`src/rtl/axil_pkg.sv`:
```
// rtl/axil_pkg.sv - shared response codes, FSM state types and byte-strobe merge for the AXI-Lite register slave
// Purpose: common definitions imported by axil_reg_slave.
//   RESP_OKAY / RESP_SLVERR : 2-bit AXI response codes
//   axil_wr_state_t         : write channel FSM states
//   axil_rd_state_t         : read channel FSM states
//   strb_merge()            : byte-lane merge of new data into an old word
package axil_pkg;

  localparam logic [1:0] RESP_OKAY   = 2'd0;
  localparam logic [1:0] RESP_SLVERR = 2'd2;

  // Widest data bus the merge helper supports; callers zero-extend/truncate.
  localparam int MAX_DW = 256;
  localparam int MAX_SW = MAX_DW / 8;

  typedef enum logic {W_IDLE, W_RESP} axil_wr_state_t;
  typedef enum logic {R_IDLE, R_DATA} axil_rd_state_t;

  function automatic logic [MAX_DW-1:0] strb_merge(input logic [MAX_DW-1:0] old_v,
                                                   input logic [MAX_DW-1:0] new_v,
                                                   input logic [MAX_SW-1:0] strb);
    logic [MAX_DW-1:0] merged;
    for (int i = 0; i < MAX_SW; i++) begin
      merged[i*8 +: 8] = strb[i] ? new_v[i*8 +: 8] : old_v[i*8 +: 8];
    end
    return merged;
  endfunction

endpackage

```
`src/rtl/axil_reg_slave.sv`:
```
// rtl/axil_reg_slave.sv - AXI4-Lite slave with CTRL/SCRATCH/STATUS/WRCNT registers
// Purpose: four-register AXI4-Lite slave. REG0 CTRL (RW, driven on ctrl_o),
//   REG1 SCRATCH (RW), REG2 STATUS (RO, live status_i), REG3 WRCNT (RO, counts OKAY writes).
// Ports:
//   s_axi_aclk, s_axi_areset       : clock, synchronous active-high reset
//   s_axi_aw*/s_axi_w*/s_axi_b*    : write address, data and response channels
//   s_axi_ar*/s_axi_r*             : read address and data channels
//   ctrl_o                         : current CTRL value
//   status_i                       : live status, returned for REG2 reads
module axil_reg_slave
  import axil_pkg::*;
#(
  parameter int                    DATA_WIDTH = 32,
  parameter int                    ADDR_WIDTH = 8,
  parameter int                    RESP_WIDTH = 3,
  parameter logic [ADDR_WIDTH-1:0] BASE_ADDR  = '0
) (
  input  logic                    s_axi_aclk,
  input  logic                    s_axi_areset,
  input  logic [ADDR_WIDTH-1:0]   s_axi_awaddr,
  input  logic                    s_axi_awvalid,
  output logic                    s_axi_awready,
  input  logic [DATA_WIDTH-1:0]   s_axi_wdata,
  input  logic [DATA_WIDTH/8-1:0] s_axi_wstrb,
  input  logic                    s_axi_wvalid,
  output logic                    s_axi_wready,
  output logic [RESP_WIDTH-1:0]   s_axi_bresp,
  output logic                    s_axi_bvalid,
  input  logic                    s_axi_bready,
  input  logic [ADDR_WIDTH-1:0]   s_axi_araddr,
  input  logic                    s_axi_arvalid,
  output logic                    s_axi_arready,
  output logic [DATA_WIDTH-1:0]   s_axi_rdata,
  output logic [RESP_WIDTH-1:0]   s_axi_rresp,
  output logic                    s_axi_rvalid,
  input  logic                    s_axi_rready,
  output logic [DATA_WIDTH-1:0]   ctrl_o,
  input  logic [DATA_WIDTH-1:0]   status_i
);

  localparam int STRB_W = DATA_WIDTH / 8;

  axil_wr_state_t wr_state_q, wr_state_d;
  axil_rd_state_t rd_state_q, rd_state_d;

  // Halves of a write that arrived before their partner.
  logic                  aw_held_q, w_held_q;
  logic [ADDR_WIDTH-1:0] aw_addr_q;
  logic [DATA_WIDTH-1:0] w_data_q;
  logic [STRB_W-1:0]     w_strb_q;

  logic [DATA_WIDTH-1:0] reg_ctrl_q, reg_scratch_q, reg_wrcnt_q;
  logic [1:0]            bresp_q, rresp_q;
  logic [DATA_WIDTH-1:0] rdata_q;

  logic                  aw_hs, w_hs, ar_hs, commit;
  logic [ADDR_WIDTH-1:0] wr_addr;
  logic [DATA_WIDTH-1:0] wr_data, wr_old, wr_merged, rd_value;
  logic [STRB_W-1:0]     wr_strb;
  logic                  wr_mapped, rd_mapped;
  logic [1:0]            wr_idx, rd_idx;

  // Window check done one bit wider so BASE_ADDR near the top cannot wrap.
  function automatic logic addr_mapped(input logic [ADDR_WIDTH-1:0] a);
    logic [ADDR_WIDTH:0] off;
    off = {1'b0, a} - {1'b0, BASE_ADDR};
    return (a >= BASE_ADDR) && (off < (ADDR_WIDTH+1)'(16));
  endfunction

  function automatic logic [1:0] addr_index(input logic [ADDR_WIDTH-1:0] a);
    logic [ADDR_WIDTH-1:0] off;
    off = a - BASE_ADDR;
    return off[3:2];
  endfunction

  // Write FSM: next state, ready outputs, commit strobe.
  always_comb begin
    wr_state_d    = wr_state_q;
    s_axi_awready = 1'b0;
    s_axi_wready  = 1'b0;
    commit        = 1'b0;
    case (wr_state_q)
      W_IDLE: begin
        s_axi_awready = !aw_held_q && !s_axi_areset;
        s_axi_wready  = !w_held_q && !s_axi_areset;
        if ((aw_held_q || (s_axi_awvalid && s_axi_awready)) &&
            (w_held_q  || (s_axi_wvalid  && s_axi_wready))) begin
          commit     = 1'b1;
          wr_state_d = W_RESP;
        end
      end
      W_RESP: begin
        if (s_axi_bready) wr_state_d = W_IDLE;
      end
      default: wr_state_d = W_IDLE;
    endcase
  end

  assign aw_hs = s_axi_awvalid && s_axi_awready;
  assign w_hs  = s_axi_wvalid && s_axi_wready;

  // A half latched earlier wins over the live bus, which may have moved on.
  assign wr_addr   = aw_held_q ? aw_addr_q : s_axi_awaddr;
  assign wr_data   = w_held_q ? w_data_q : s_axi_wdata;
  assign wr_strb   = w_held_q ? w_strb_q : s_axi_wstrb;
  assign wr_mapped = addr_mapped(wr_addr);
  assign wr_idx    = addr_index(wr_addr);
  assign wr_old    = (wr_idx == 2'd0) ? reg_ctrl_q : reg_scratch_q;
  assign wr_merged = DATA_WIDTH'(strb_merge(MAX_DW'(wr_old), MAX_DW'(wr_data), MAX_SW'(wr_strb)));

  // Read FSM.
  always_comb begin
    rd_state_d    = rd_state_q;
    s_axi_arready = 1'b0;
    case (rd_state_q)
      R_IDLE: begin
        s_axi_arready = !s_axi_areset;
        if (s_axi_arvalid && s_axi_arready) rd_state_d = R_DATA;
      end
      R_DATA: begin
        if (s_axi_rready) rd_state_d = R_IDLE;
      end
      default: rd_state_d = R_IDLE;
    endcase
  end

  assign ar_hs     = s_axi_arvalid && s_axi_arready;
  assign rd_mapped = addr_mapped(s_axi_araddr);
  assign rd_idx    = addr_index(s_axi_araddr);

  always_comb begin
    rd_value = '0;
    if (rd_mapped) begin
      case (rd_idx)
        2'd0:    rd_value = reg_ctrl_q;
        2'd1:    rd_value = reg_scratch_q;
        2'd2:    rd_value = status_i;
        default: rd_value = reg_wrcnt_q;
      endcase
    end
  end

  always_ff @(posedge s_axi_aclk) begin
    if (s_axi_areset) begin
      wr_state_q    <= W_IDLE;
      rd_state_q    <= R_IDLE;
      aw_held_q     <= 1'b0;
      w_held_q      <= 1'b0;
      aw_addr_q     <= '0;
      w_data_q      <= '0;
      w_strb_q      <= '0;
      reg_ctrl_q    <= '0;
      reg_scratch_q <= '0;
      reg_wrcnt_q   <= '0;
      bresp_q       <= RESP_OKAY;
      rresp_q       <= RESP_OKAY;
      rdata_q       <= '0;
    end else begin
      wr_state_q <= wr_state_d;
      rd_state_q <= rd_state_d;

      if (commit) begin
        aw_held_q <= 1'b0;
        w_held_q  <= 1'b0;
        if (wr_mapped && !wr_idx[1]) begin
          if (wr_idx == 2'd0) reg_ctrl_q    <= wr_merged;
          else                reg_scratch_q <= wr_merged;
          reg_wrcnt_q <= reg_wrcnt_q + DATA_WIDTH'(1);
          bresp_q     <= RESP_OKAY;
        end else begin
          bresp_q <= RESP_SLVERR;
        end
      end else begin
        if (aw_hs) begin
          aw_held_q <= 1'b1;
          aw_addr_q <= s_axi_awaddr;
        end
        if (w_hs) begin
          w_held_q <= 1'b1;
          w_data_q <= s_axi_wdata;
          w_strb_q <= s_axi_wstrb;
        end
      end

      // rd_value reads the pre-commit registers, so a same-edge write is not seen.
      if (ar_hs) begin
        rdata_q <= rd_value;
        rresp_q <= rd_mapped ? RESP_OKAY : RESP_SLVERR;
      end
    end
  end

  assign s_axi_bvalid = (wr_state_q == W_RESP);
  assign s_axi_rvalid = (rd_state_q == R_DATA);
  assign s_axi_bresp  = RESP_WIDTH'(bresp_q);
  assign s_axi_rresp  = RESP_WIDTH'(rresp_q);
  assign s_axi_rdata  = rdata_q;
  assign ctrl_o       = reg_ctrl_q;

endmodule

```
`config.mk`:
```
export PLATFORM = sky130hd
export DESIGN_NAME = axil_reg_slave
export DESIGN_NICKNAME = d
export VERILOG_FILES = /design/src/rtl/axil_pkg.sv /design/src/rtl/axil_reg_slave.sv
export SDC_FILE = /design/constraint.sdc
export NUM_CORES = 1
export LEC_CHECK = 0
export ABC_CLOCK_PERIOD_IN_PS = 2780
export BUFFER_PORTS_ARGS = -buffer_cell sky130_fd_sc_hd__buf_2
export CAP_MARGIN = 5
export CORE_UTILIZATION = 55
export CTS_CLUSTER_SIZE = 25
export DETAILED_ROUTE_END_ITERATION = 12
export PLACE_DENSITY = 0.84
export SETUP_SLACK_MARGIN = 0.02
export SYNTH_ARGS = -nofsm -noshare
export SYNTH_HDL_FRONTEND = slang
export SYNTH_SLANG_ARGS = --single-unit
```
`constraint.sdc`:
```
create_clock -name s_axi_aclk -period 2.78 [get_ports s_axi_aclk]
set_input_delay 0.278 -clock s_axi_aclk [delete_from_list [all_inputs] [get_ports s_axi_aclk]]
set_output_delay 0.278 -clock s_axi_aclk [all_outputs]
set_load 0.01 [all_outputs]
```
==> impl_metrics.json, run 1 <==
{
  "status": "finished clean",
  "die_w_um": 123.4,
  "worstPathArrival_ns": 2.82,
  "clk_path_buf_depth": 2,
  "crit_path_end_kind": "flip-flop",
  "n_fill_cell": 1094,
  "dr.first_iter.drc_count": 604,
  "yosysMostFrequentCell": "dfxtp_1",
  "first_pass_iters": 7,
  "cts_tree": "yes",
  "grt_first_pass_wirelength_um": 34670,
  "path_class": "flip-flop to flip-flop",
  "maxCapViolations": 0,
  "period_share": 0.9011,
  "h-tree-depth": 4,
  "r2r_end": "reg_scratch_q[30]$_SDFFE_PP0P_",
  "synth-edff-count": 0,
  "cp_cell_sequence": "or4b_1, o22ai_4, and3_1, a21oi_2, buf_12, a22o_1",
  "dp.cells": 1147,
  "slew_headroom": 0.2920,
  "gp_congestion": 0.7998,
  "hpwl_um": 14700,
  "finalSetupViolCount": 0,
  "syn_to_final_growth_pct": 20.11,
  "cp-start-kind": "flip-flop",
  "tns_ns": 0,
  "drive_above_1_share": 0.2673,
  "p_leak_nw": 3.934,
  "critPathBufInv": 1,
  "cts.repair.resized": 0,
  "ant_nets": 0,
  "max_slew.worst_pin.slew_ns": 1.062,
  "rows": 43,
  "period_needed_ns": 2.505,
  "min-delay-path-class": "primary input to flip-flop",
  "grtUsageTotal": 0.2995,
  "r2r_cells": 6,
  "cts-root-buf": "clkbuf_16",
  "post_cts_buffers": 0,
  "nNetsFinal": 1078,
  "die_area_sq_um": 15230,
  "reg2reg_from": "aw_addr_q[7]$_SDFFE_PP0P_",
  "wl_um": 22120,
  "grt_pass1_vias": 6766,
  "syn_area_sq_um": 8105,
  "crit_family": "simple AND/OR/NAND/NOR gates",
  "die-height_um": 123.4,
  "utilization": 0.6880,
  "min_from": "s_axi_rready",
  "drc": 0,
  "vias_per_cell": 6.213,
  "avgSynthCellArea_sq_um": 9.558,
  "crit_fanout": 17,
  "yosys-top-cells-count": "dfxtp_1 (176), a21oi_1 (101), nand2_1 (85)",
  "grt_max_degree": 47,
  "hold_depth": 2,
  "cts_buffers": 17,
  "skew_ns": 0.008437,
  "ys_warn_count": 0,
  "ir_worst_vdd_v": 0.0006565,
  "max_freq_mhz": 399.2,
  "cpPeakStageDelay_ns": 0.58,
  "rsz0062_at_grt": "false",
  "io_buffers": 157,
  "core_sq_um": 14150,
  "required_ns": 3.09,
  "clock_sinks": 176,
  "cts_hold_buf": 0,
  "start_util": 0.5728,
  "synthCells": 848,
  "min_to": "s_axi_rvalid$_SDFF_PP0_",
  "synthDistinctLibCells": 41,
  "io_pins": 166,
  "ys_async_sr_fraction": 0,
  "synth_seq_cells": 176,
  "design_power_total_mw": 5.711,
  "clock_latency_ns": 0.43,
  "grt_overflow": 0,
  "avgRoutedWirePerCell_um": 18.76,
  "synth_top_area_share": 0.4347,
  "clk_pin_slew_ns": 0.07,
  "dr_total_vias": 7325,
  "antenna_found_initial": 1,
  "layoutNonFillerInstCount": 1179,
  "drv_slew": 0,
  "ys.flop_type": "dfxtp_1",
  "finalHoldViolations": 0,
  "cp_slowest_cell": "or4b_1",
  "diodes": 0,
  "p_per_area_nw_per_um2": 586.6,
  "regToRegSetupSlack_ns": 0.28,
  "yosys-top-cells-area": "dfxtp_1 (43%), mux4_2 (8.9%), a22o_1 (6.9%)",
  "synth_area_leader_cell": "dfxtp_1",
  "ys_seq_area_frac": 0.4347
}
cells in the final DEF, fill, tap and decap left out, types with 5 or more instances in the layout:
master	instances
a211oi_1	33
a21oi_1	99
a22o_1	64
a22oi_1	32
and3_1	6
buf_2	156
buf_4	31
clkbuf_16	17
clkinv_2	5
dfxtp_1	175
inv_1	11
mux2i_1	44
mux4_2	32
nand2_1	85
nand3_1	13
nand4_1	6
nor2_1	53
nor2b_1	34
nor3_1	8
o21ai_0	11
o31ai_1	14
or3_1	11
or4_1	15
report_power, final:
part | switching [mW] | leakage [nW] | internal (mW)
Clock | 0.985 | 0.301 | 1.52
Combinational | 0.370 | 2.21 | 0.246
Sequential | 0.0247 | 1.42 | 2.56
area by class of cell:
type | instances | area [sq um] | share of cell area
clock buffer | 21 | 450.4 | 0.04627
multi-input combinational | 590 | 4259 | 0.4375
clock inverter | 11 | 161.4 | 0.01658
inverter | 11 | 41.29 | 0.004241
timing repair buffer | 190 | 1074 | 0.1103
sequential | 176 | 3525 | 0.3620
tap | 180 | 225.2 | 0.02313
routing by layer:
metal  global-route usage  wire [um]  up-vias
met5                    0          0        -
li1                     -          -     3434
met1               0.3874       9564     3524
met4               0.1130        482        0
met3              0.06181       1551       41
met2               0.4920      10520      326
flip-flops by register name, summed over array words and instances, names as in the netlist, 4 cells and up:
name	count
aw_addr_q	6
reg_scratch_q	32
w_data_q	32
ctrl_o	32
s_axi_rdata	32
reg_wrcnt_q	32
w_strb_q	4
through the flow:
stage               instance area, sq um  hold WS (ns)  setup slack [ns]
CTS                                 9736       0.01413            0.3050
detailed placement                  9124        0.4468            0.2938
floorplan                           8117        0.3781            0.6671
global placement                    9124        0.4417            0.3331
global route                        9736       0.02929            0.1935
finish                              9736       0.02255            0.2750
how the worst max path moves through the flow:
stage                                    startpoint                        endpoint  slack (ns)  cells past startpoint
after floorplan              aw_held_q$_SDFFE_PP0P_  reg_scratch_q[11]$_SDFFE_PP0P_        0.67                      8
after global placement              s_axi_awaddr[7]  reg_scratch_q[18]$_SDFFE_PP0P_        0.33                      7
after detailed placement            s_axi_awaddr[7]  reg_scratch_q[18]$_SDFFE_PP0P_        0.29                      7
after CTS                 aw_addr_q[7]$_SDFFE_PP0P_  reg_scratch_q[30]$_SDFFE_PP0P_        0.30                      6
after global routing      aw_addr_q[7]$_SDFFE_PP0P_  reg_scratch_q[30]$_SDFFE_PP0P_        0.19                      6
final                     aw_addr_q[7]$_SDFFE_PP0P_  reg_scratch_q[30]$_SDFFE_PP0P_        0.28                      6
logic make-up after synthesis:
group | after synthesis | synth area share
fa+ha+maj | 1 | 0.001543
mux | 79 | 0.1474
buf+inv | 85 | 0.04492
compound gates | 258 | 0.2183
flops | 176 | 0.4347
other cells | 1 | 0.0004627
xor+xnor | 4 | 0.004323
simple gates | 244 | 0.1484
worst register-to-register path: stages, from the launching register on:
cell and delay, ns:
dfxtp_1 0.32, or4b_1 0.58, o22ai_4 0.25, and3_1 0.38
a21oi_2 0.32, buf_12 0.27, a22o_1 0.27
(Power assumes the default switching activity.)
==> run 2, diff against run 1 <==
- GPL_ROUTABILITY_DRIVEN: not set -> 0
- PLACE_DENSITY: 0.84 -> 0.8
==> run 2 against run 1 <==
Cell area grew 0.18%; largest cell class unchanged; clock-buffer cell count shrank 2; worst hold slack gained 0.0099 ns; critical path type unchanged; sequential cell count is the same; critical endpoint is now reg_wrcnt_q[31]$_SDFFE_PP0P_.
==> impl_metrics.json, run 2 (synthesis results as in run 1) <==
{
  "path_class": "flip-flop to flip-flop",
  "die_w_um": 123.4,
  "period_needed_ns": 2.492,
  "core_sq_um": 14150,
  "cts-root-buf": "clkbuf_16",
  "holdWs_ns": 0.03241,
  "worstPathArrival_ns": 2.85,
  "skew_ns": 0.008685,
  "layout_commonest_cell": "dfxtp_1",
  "grt_overflow": 0,
  "die-height_um": 123.4,
  "p_per_area_nw_per_um2": 582.2,
  "clock_sinks": 176,
  "finalHoldViolations": 0,
  "cts.repair.resized": 0,
  "start_util": 0.5728,
  "final_cell_mix": "dfxtp_1 (175), buf_2 (156), a21oi_1 (99)",
  "min-delay-path-class": "primary input to flip-flop",
  "grtUsageTotal": 0.2957,
  "syn_to_final_growth_pct": 20.33,
  "clk_pin_slew_ns": 0.07,
  "die_area_sq_um": 15230,
  "hpwl_um": 13910,
  "final_area_sq_um": 9753,
  "dr.first_iter.drc_count": 572,
  "worst_slack_ns": 0.2878,
  "cp-start-kind": "flip-flop",
  "period_share": 0.8965,
  "ant_nets": 0,
  "max_freq_mhz": 401.2,
  "nNetsFinal": 1074,
  "io_buffers": 157,
  "rsz0062_at_grt": "false",
  "cts_tree": "yes",
  "cts_hold_buf": 0,
  "ir_worst_vdd_v": 0.0004416,
  "dr_total_vias": 7237,
  "crit_fanout": 14,
  "maxCapViolations": 0,
  "tns_ns": 0,
  "p_leak_nw": 3.919,
  "crit_path_end_kind": "flip-flop",
  "rows": 43,
  "placed_cell_area_sq_um": 9131,
  "io_pins": 166,
  "clk_path_buf_depth": 2,
  "avgRoutedWirePerCell_um": 18.34,
  "n_fill_cell": 1097,
  "grt_max_degree": 122,
  "antenna_found_initial": 3,
  "first_pass_iters": 5,
  "regToRegSetupSlack_ns": 0.29,
  "drc": 0,
  "wl_um": 21610,
  "grt_first_pass_wirelength_um": 34160,
  "max_slew.worst_pin.slew_ns": 0.8753,
  "grt_pass1_vias": 6674,
  "drive_above_1_share": 0.2673,
  "drv_slew": 0,
  "pre_cts_slack_ns": 0.3117,
  "vias_per_cell": 6.143,
  "slew_headroom": 0.4165,
  "post_cts_buffers": 0,
  "h-tree-depth": 4,
  "required_ns": 3.13,
  "finalSetupViolCount": 0,
  "clock_latency_ns": 0.43,
  "status": "finished clean",
  "cts_buffers": 17
}
[run 2: path summary, 6_finish.rpt]
check	from	to	cells after the start
max	reg_wrcnt_q[6]$_SDFFE_PP0P_	reg_wrcnt_q[31]$_SDFFE_PP0P_	5
max reg2reg	reg_wrcnt_q[6]$_SDFFE_PP0P_	reg_wrcnt_q[31]$_SDFFE_PP0P_	5
min reg2reg	w_data_q[6]$_SDFFE_PP0P_	w_data_q[6]$_SDFFE_PP0P_	2
min	s_axi_rready	s_axi_rvalid$_SDFF_PP0_	2
[run 2: stage by stage]
stage,power (mW),cells,util
final,5.678,1178,0.6893
after floorplan,3.036,851,-
after CTS,5.701,1175,0.6887
after detailed placement,3.254,1143,0.6453
after global placement,3.245,1143,0.6453
after global routing,5.863,1176,0.6889
[run 2: metal layers]
| metal | GRT usage | wire [um] |
|---|---|---|
| met5 | 0 | 13 |
| met4 | 0.1092 | 378 |
| met3 | 0.07611 | 1642 |
| met2 | 0.4787 | 10250 |
| met1 | 0.3798 | 9326 |
[run 2: report_power, final]
part	internal [mW]	switching (mW)	total, mW
clock	1.46	1.01	2.47
sequential	2.56	0.0241	2.59
combinational	0.252	0.366	0.618
total	4.27	1.40	5.68
[run 2: worst max-delay path: stages (launching register included)]
cell	delay, ns
dfxtp_1	0.42
nand4_1	0.19
nor4_1	0.55
nand3_1	0.46
or4_1	0.61
a21oi_1	0.17
[run 2: final cells by class]
class                      count  area, sq um  area share
timing repair buffer         186         1081      0.1108
antenna                        3        7.507   0.0007697
inverter                      11        41.29    0.004233
clock buffer                  19        452.9     0.04644
clock inverter                13        161.4     0.01655
sequential                   176         3525      0.3614
multi-input combinational    590         4259      0.4367
tap                          180        225.2     0.02309
